**src/rtl/mem_stream_engine.sv**
```systemverilog
// Streaming DDR read/transform/write engine: reads flow through a small FIFO to the write master
// (COPY/INVERT), or are compared against a generated lane pattern (CHECK).
module mem_stream_engine #(
  parameter int unsigned DATA_W     = 256,
  parameter int unsigned ADDR_W     = 64,
  parameter int unsigned SIZE_W     = 32,
  parameter int unsigned FIFO_DEPTH = 16
) (
  input  logic              clk,
  input  logic              reset,
  input  logic              start,
  input  logic [1:0]        mode,
  input  logic [ADDR_W-1:0] rd_base_addr,
  input  logic [ADDR_W-1:0] wr_base_addr,
  input  logic [SIZE_W-1:0] xfer_bytes,
  input  logic [31:0]       pattern_seed,
  output logic              busy,
  output logic              done,
  output logic [SIZE_W-1:0] err_count,
  output logic [SIZE_W-1:0] beat_count,
  output logic              rd_start,
  output logic [ADDR_W-1:0] rd_addr,
  output logic [SIZE_W-1:0] rd_size,
  input  logic [DATA_W-1:0] rd_data,
  input  logic              rd_valid,
  output logic              rd_ready,
  input  logic              rd_done,
  output logic              wr_start,
  output logic [ADDR_W-1:0] wr_addr,
  output logic [SIZE_W-1:0] wr_size,
  output logic [DATA_W-1:0] wr_data,
  output logic              wr_valid,
  input  logic              wr_ready,
  input  logic              wr_done
);

  localparam int unsigned BEAT_SHIFT = $clog2(DATA_W / 8);
  localparam int unsigned LANES      = DATA_W / 32;
  localparam int unsigned PTR_W      = $clog2(FIFO_DEPTH);
  localparam int unsigned CNT_W      = PTR_W + 1;
  localparam logic [1:0]  MODE_INVERT = 2'd1;
  localparam logic [1:0]  MODE_CHECK  = 2'd2;

  typedef enum logic [1:0] {S_IDLE, S_LAUNCH, S_RUN, S_FINISH} state_t;

  state_t state, state_next;

  logic [1:0]        mode_q;
  logic [31:0]       seed;
  logic [SIZE_W-1:0] beats;
  logic [SIZE_W-1:0] rd_cnt;
  logic              rd_done_seen;
  logic              wr_done_seen;

  logic [DATA_W-1:0] fifo_mem [FIFO_DEPTH];
  logic [PTR_W-1:0]  wr_ptr;
  logic [PTR_W-1:0]  rd_ptr;
  logic [CNT_W-1:0]  fifo_count;

  logic              is_check;
  logic              rd_acc;
  logic              push;
  logic              pop;
  logic              rd_fin;
  logic              wr_fin;
  logic [SIZE_W-1:0] start_beats;
  logic [DATA_W-1:0] expected;

  assign start_beats = xfer_bytes >> BEAT_SHIFT;
  assign is_check    = (mode_q == MODE_CHECK);
  assign expected    = {LANES{seed + 32'(rd_cnt)}};

  // Reads stall when the FIFO is full, independent of a pop in the same cycle.
  assign rd_ready = (state == S_RUN) && (rd_cnt < beats) &&
                    (is_check || (fifo_count < CNT_W'(FIFO_DEPTH)));
  assign wr_valid = (fifo_count != '0);
  assign wr_data  = fifo_mem[rd_ptr];

  assign rd_acc = rd_valid && rd_ready;
  assign push   = rd_acc && !is_check;
  assign pop    = wr_valid && wr_ready;

  // Completion inputs are taken live as well as sticky so done follows the last condition by one cycle.
  assign rd_fin = (rd_cnt == beats) && (rd_done_seen || rd_done);
  assign wr_fin = (beat_count == beats) && (wr_done_seen || wr_done);

  always_ff @(posedge clk) begin
    if (reset) state <= S_IDLE;
    else       state <= state_next;
  end

  always_comb begin
    state_next = state;
    case (state)
      S_IDLE:   if (start) state_next = S_LAUNCH;
      S_LAUNCH: state_next = (beats == '0) ? S_FINISH : S_RUN;
      S_RUN:    if (rd_fin && (is_check || wr_fin)) state_next = S_FINISH;
      S_FINISH: state_next = S_IDLE;
      default:  state_next = S_IDLE;
    endcase
  end

  // FIFO storage needs no reset; occupancy is tracked by the pointers and count.
  always_ff @(posedge clk) begin
    if (push) fifo_mem[wr_ptr] <= (mode_q == MODE_INVERT) ? ~rd_data : rd_data;
  end

  always_ff @(posedge clk) begin
    if (reset) begin
      busy         <= 1'b0;
      done         <= 1'b0;
      err_count    <= '0;
      beat_count   <= '0;
      rd_start     <= 1'b0;
      wr_start     <= 1'b0;
      rd_addr      <= '0;
      wr_addr      <= '0;
      rd_size      <= '0;
      wr_size      <= '0;
      mode_q       <= '0;
      seed         <= '0;
      beats        <= '0;
      rd_cnt       <= '0;
      rd_done_seen <= 1'b0;
      wr_done_seen <= 1'b0;
      wr_ptr       <= '0;
      rd_ptr       <= '0;
      fifo_count   <= '0;
    end else begin
      rd_start <= 1'b0;
      wr_start <= 1'b0;
      done     <= (state_next == S_FINISH);

      if (busy) begin
        if (rd_done) rd_done_seen <= 1'b1;
        if (wr_done) wr_done_seen <= 1'b1;
      end

      if (rd_acc) begin
        rd_cnt <= rd_cnt + SIZE_W'(1);
        if (is_check) begin
          beat_count <= beat_count + SIZE_W'(1);
          if ((rd_data != expected) && (err_count != '1)) err_count <= err_count + SIZE_W'(1);
        end
      end

      if (push) wr_ptr <= wr_ptr + PTR_W'(1);
      if (pop) begin
        rd_ptr     <= rd_ptr + PTR_W'(1);
        beat_count <= beat_count + SIZE_W'(1);
      end

      case ({push, pop})
        2'b10:   fifo_count <= fifo_count + CNT_W'(1);
        2'b01:   fifo_count <= fifo_count - CNT_W'(1);
        default: fifo_count <= fifo_count;
      endcase

      if (state == S_FINISH) busy <= 1'b0;

      if ((state == S_IDLE) && start) begin
        busy         <= 1'b1;
        mode_q       <= mode;
        seed         <= pattern_seed;
        rd_addr      <= rd_base_addr;
        wr_addr      <= wr_base_addr;
        rd_size      <= xfer_bytes;
        wr_size      <= xfer_bytes;
        beats        <= start_beats;
        rd_cnt       <= '0;
        beat_count   <= '0;
        err_count    <= '0;
        rd_done_seen <= 1'b0;
        wr_done_seen <= 1'b0;
        wr_ptr       <= '0;
        rd_ptr       <= '0;
        fifo_count   <= '0;
        rd_start     <= (start_beats != '0);
        wr_start     <= (start_beats != '0) && (mode != MODE_CHECK);
      end
    end
  end

endmodule

```
**config.mk**
```make
export PLATFORM = sky130hd
export DESIGN_NAME = mem_stream_engine
export DESIGN_NICKNAME = d
export VERILOG_FILES = /design/src/rtl/mem_stream_engine.sv
export SDC_FILE = /design/constraint.sdc
export NUM_CORES = 2
export LEC_CHECK = 0
export CAP_MARGIN = 10
export CORE_ASPECT_RATIO = 0.5
export CORE_UTILIZATION = 46
export DETAILED_ROUTE_END_ITERATION = 8
export DONT_BUFFER_PORTS = 1
export PLACE_DENSITY_LB_ADDON = 0.3
export SLEW_MARGIN = 0
export SYNTH_ARGS = -nofsm -noshare
export SYNTH_HDL_FRONTEND = slang
export SYNTH_SLANG_ARGS = --single-unit
```
**constraint.sdc**
```tcl
create_clock -name clk -period 37.1 [get_ports clk]
set_input_delay 1.855 -clock clk [delete_from_list [all_inputs] [get_ports clk]]
set_output_delay 1.855 -clock clk [all_outputs]
set_load 0.01 [all_outputs]
```
==> out/qor.yml <==
run:
  maxCapViolCount: 0
floorplanning:
  die_x_um: 869
  core_sq_um: 372000
  rows: 158
  die_h_um: 435
  ioPinCount: 975
  start_util: 0.464
  die-area_sq_um: 378000
global_route:
  grt_pass1_wl_mm: 703
  grt_pass1_vias: 83894
  grt_antenna_before_repair: 97
  grt-ovfl-total: 0
  grtUsageTotal: 0.268
  grt_max_degree: 156
layout:
  drive_above_1_share: 0.248
  nNetsFinal: 8737
  fillers: 28759
  design_area_sq_um: 192000
  area_growth_pct: 11.3
clock_tree:
  post-cts-setup-buffer-count: 0
  cts-resized-gates: 0
  postCtsHoldBufs: 0
  cts_tree: "built"
  htree_levels: 5
  cts_root_buffer: "clkbuf_16"
  clk_path_buf_depth: 4
  clk_latency_ps: 1010
  cts_buffers: 392
  path_clk_slew_ps: 70
  clock-sinks: 4411
sta:
  max_freq_mhz: 110
  fin_setup_tns_ps: 0
  hold_violations: 0
  fin_ws_ps: 27980
  slew_violations: 0
  final.setup_skew_ps: 133
  rsz0062_at_grt: "false"
  max_slew_margin: 0.131
  fin_crit_ps: 9120
  period_share: 0.246
  setup_violations: 0
  hold_ws_ps: 474
  tightest_slew_ps: 1290
synth:
  synth_top_family_by_area: "multiplexers"
  synthArstFlopShare: 0
  syn_nets: 8576
  synth_top_area_share: 0.712
  yosys_register_bits: 4411
  synth_area_leaders: "edfxtp_1 71%, mux4_2 16%, dfxtp_1 3.7%, xnor2_1 1.4%, a22o_1 0.86%"
  muxShareOfSynthArea: 0.168
  synth_compound_area_frac: 0.0236
  syn_inst: 8042
  syn_area_sq_um: 173000
  synth.distinct_cells: 85
  synthXorXnorAreaFrac: 0.0184
  synth_fa_ha_area_frac: 0.00566
  synth_simple_gate_area_frac: 0.0235
  synth-edff-count: 4096
  synth.avg_cell_area_sq_um: 21.5
  ys.warnings.count: 0
  synthFlopType: "edfxtp_1"
  ys_seq_area_frac: 0.749
  synth_top_area_cell: "edfxtp_1"
power_and_ir_drop:
  total_leakage_power_nw: 57.7
  finalPower_w: 0.0110
  powerDensity_nw_per_um2: 57.1
  ir_drop_v: 0.0000418
worst_setup_path:
  worstPathMaxFanout: 106
  cp_top_family: "buffers and inverters"
  cp_num_buf_inv: 5
  start_kind: "flip-flop"
  cp_slowest_cell: "buf_4"
  cp_common_cell: "buf_4"
  path_class: "flip-flop to output port"
  worst_setup_path_end_kind: "output port"
  arrival_ps: 7270
  crit_required_ps: 35240
  crit_chain: "buf_4, buf_4, buf_4, buf_12, buf_4, mux4_2, nor2b_1, a211oi_1, a21oi_1"
  max_stage_delay_ps: 880
placement:
  pre_cts_slack_ps: 28260
  gp_congestion: 0.964
  io_buffers: 0
  place_hpwl_mm: 319
  placed_area_sq_um: 179000
route:
  drt_iter0_drc: 10738
  routed_wirelength_mm: 513
  drt-pass1-iter-count: 6
  viasPerCell: 6.41
  vias: 87436
  antenna_left: 0
  routedWlPerCell_um: 37.6
  drc_errors: 0
hold_path:
  hold_class: "flip-flop to flip-flop"
run_status:
  status: "finished, final reports clean"
[cells by family after synthesis]
logic type	after synthesis
AOI/OAI and AO/OA	572
xor gates and xnor gates	361
adders and majority gates	77
buffers and inverters	519
DFF	4411
muxes	1325
and+or+nand+nor	777
[final timing paths]
check / from / endpoint / cells past startpoint / slack (ps)
max: flip-flop / wr_data[147] / 9 / 27980
min: rd_done_seen / rd_done_seen / 2 / 470
max reg2reg: wr_size[6] / fifo_mem[10][13] / 17 / 28330
min reg2reg: rd_done_seen / rd_done_seen / 2 / 470
[layer usage]
layer,up-vias,GRT usage,share of wire
li1,34219,-,-
met5,-,0,0.00048
met3,1043,0.0570,0.093
met1,47283,0.358,0.37
met4,30,0.144,0.062
met2,4861,0.417,0.47
[Yosys cell counts (all sizes together), types with 11 or more instances]
library cell  count
nand2           140
nor2b            32
a22o            169
a21oi           121
and4             22
o21a             15
edfxtp         4096
inv              65
nand2b           14
o21ai           104
nand3            73
xor2             80
xnor2           280
a211oi           38
or4              25
buf             167
mux4           1256
nor2            165
and3             39
dfxtp           315
or3              45
mux2i            60
ha               75
nor3             50
nor4             60
a21o             22
nand4            77
a31oi            11
clkbuf          287
and2             21
[metrics by stage]
| step | std cells | utilization |
|---|---|---|
| finish | 13632 | 0.516 |
| global route | 13590 | 0.516 |
| CTS | 13445 | 0.514 |
| detailed placement | 12728 | 0.480 |
| global placement | 12725 | 0.480 |
| floorplan | 8042 | - |
[layout by cell type (no fill, tap or decap), types with 39 or more instances in the layout]
cell type,n
edfxtp_1,4096
mux4_2,1256
clkbuf_16,399
dfxtp_1,311
xnor2_1,272
buf_4,201
a22o_1,169
nor2_1,152
diode_2,146
nand2_1,140
a21oi_1,114
o21ai_0,88
xor2_1,80
clkinv_1,78
nand4_1,76
ha_1,75
nand3_1,73
clkbuf_1,71
clkinv_2,70
inv_1,66
mux2i_1,60
nor4_1,56
nor3_1,46
or3_1,45
and3_1,39
[where the power goes]
| group | leakage, nW | switching, W | internal (W) |
|---|---|---|---|
| Clock | 6.16 | 0.00185 | 0.00224 |
| Combinational | 12.2 | 0.000684 | 0.000310 |
| Sequential | 39.4 | 0.0000915 | 0.00581 |
| Total | 57.7 | 0.00263 | 0.00836 |
[worst reg2reg max path, stage by stage (launching register included)]
cell	delay, ps
dfxtp_1	620
inv_1	130
ha_1	330
nor2b_1	140
o21a_1	170
o21a_1	160
o21ai_0	190
a21oi_1	100
o31a_1	260
o21ai_0	310
nand4_1	760
nor2b_1	790
nand2_1	350
nor2_4	690
buf_4	740
buf_4	830
buf_4	830
buf_4	910
[registers in the layout, indices dropped and copies added, names as in the netlist, 5 cells and up, named ones only]
signal and flops:
beat_count 32, err_count 32, fifo_count 5, fifo_mem 4096, rd_addr 64, rd_cnt 32
seed 32, wr_addr 64, wr_size 32
[area by class of cell]
class	count	area, sq um	share of cell area
Sequential cell	4411	129000	0.673
Clock buffer	483	10400	0.0543
Clock inverter	234	2170	0.0113
Multi-Input combinational cell	3112	41500	0.216
Timing Repair Buffer	221	1900	0.00989
Antenna cell	146	365	0.00190
Inverter	65	244	0.00127
Tap cell	4960	6210	0.0323
No activity file was read; power rests on OpenSTA's default activity.
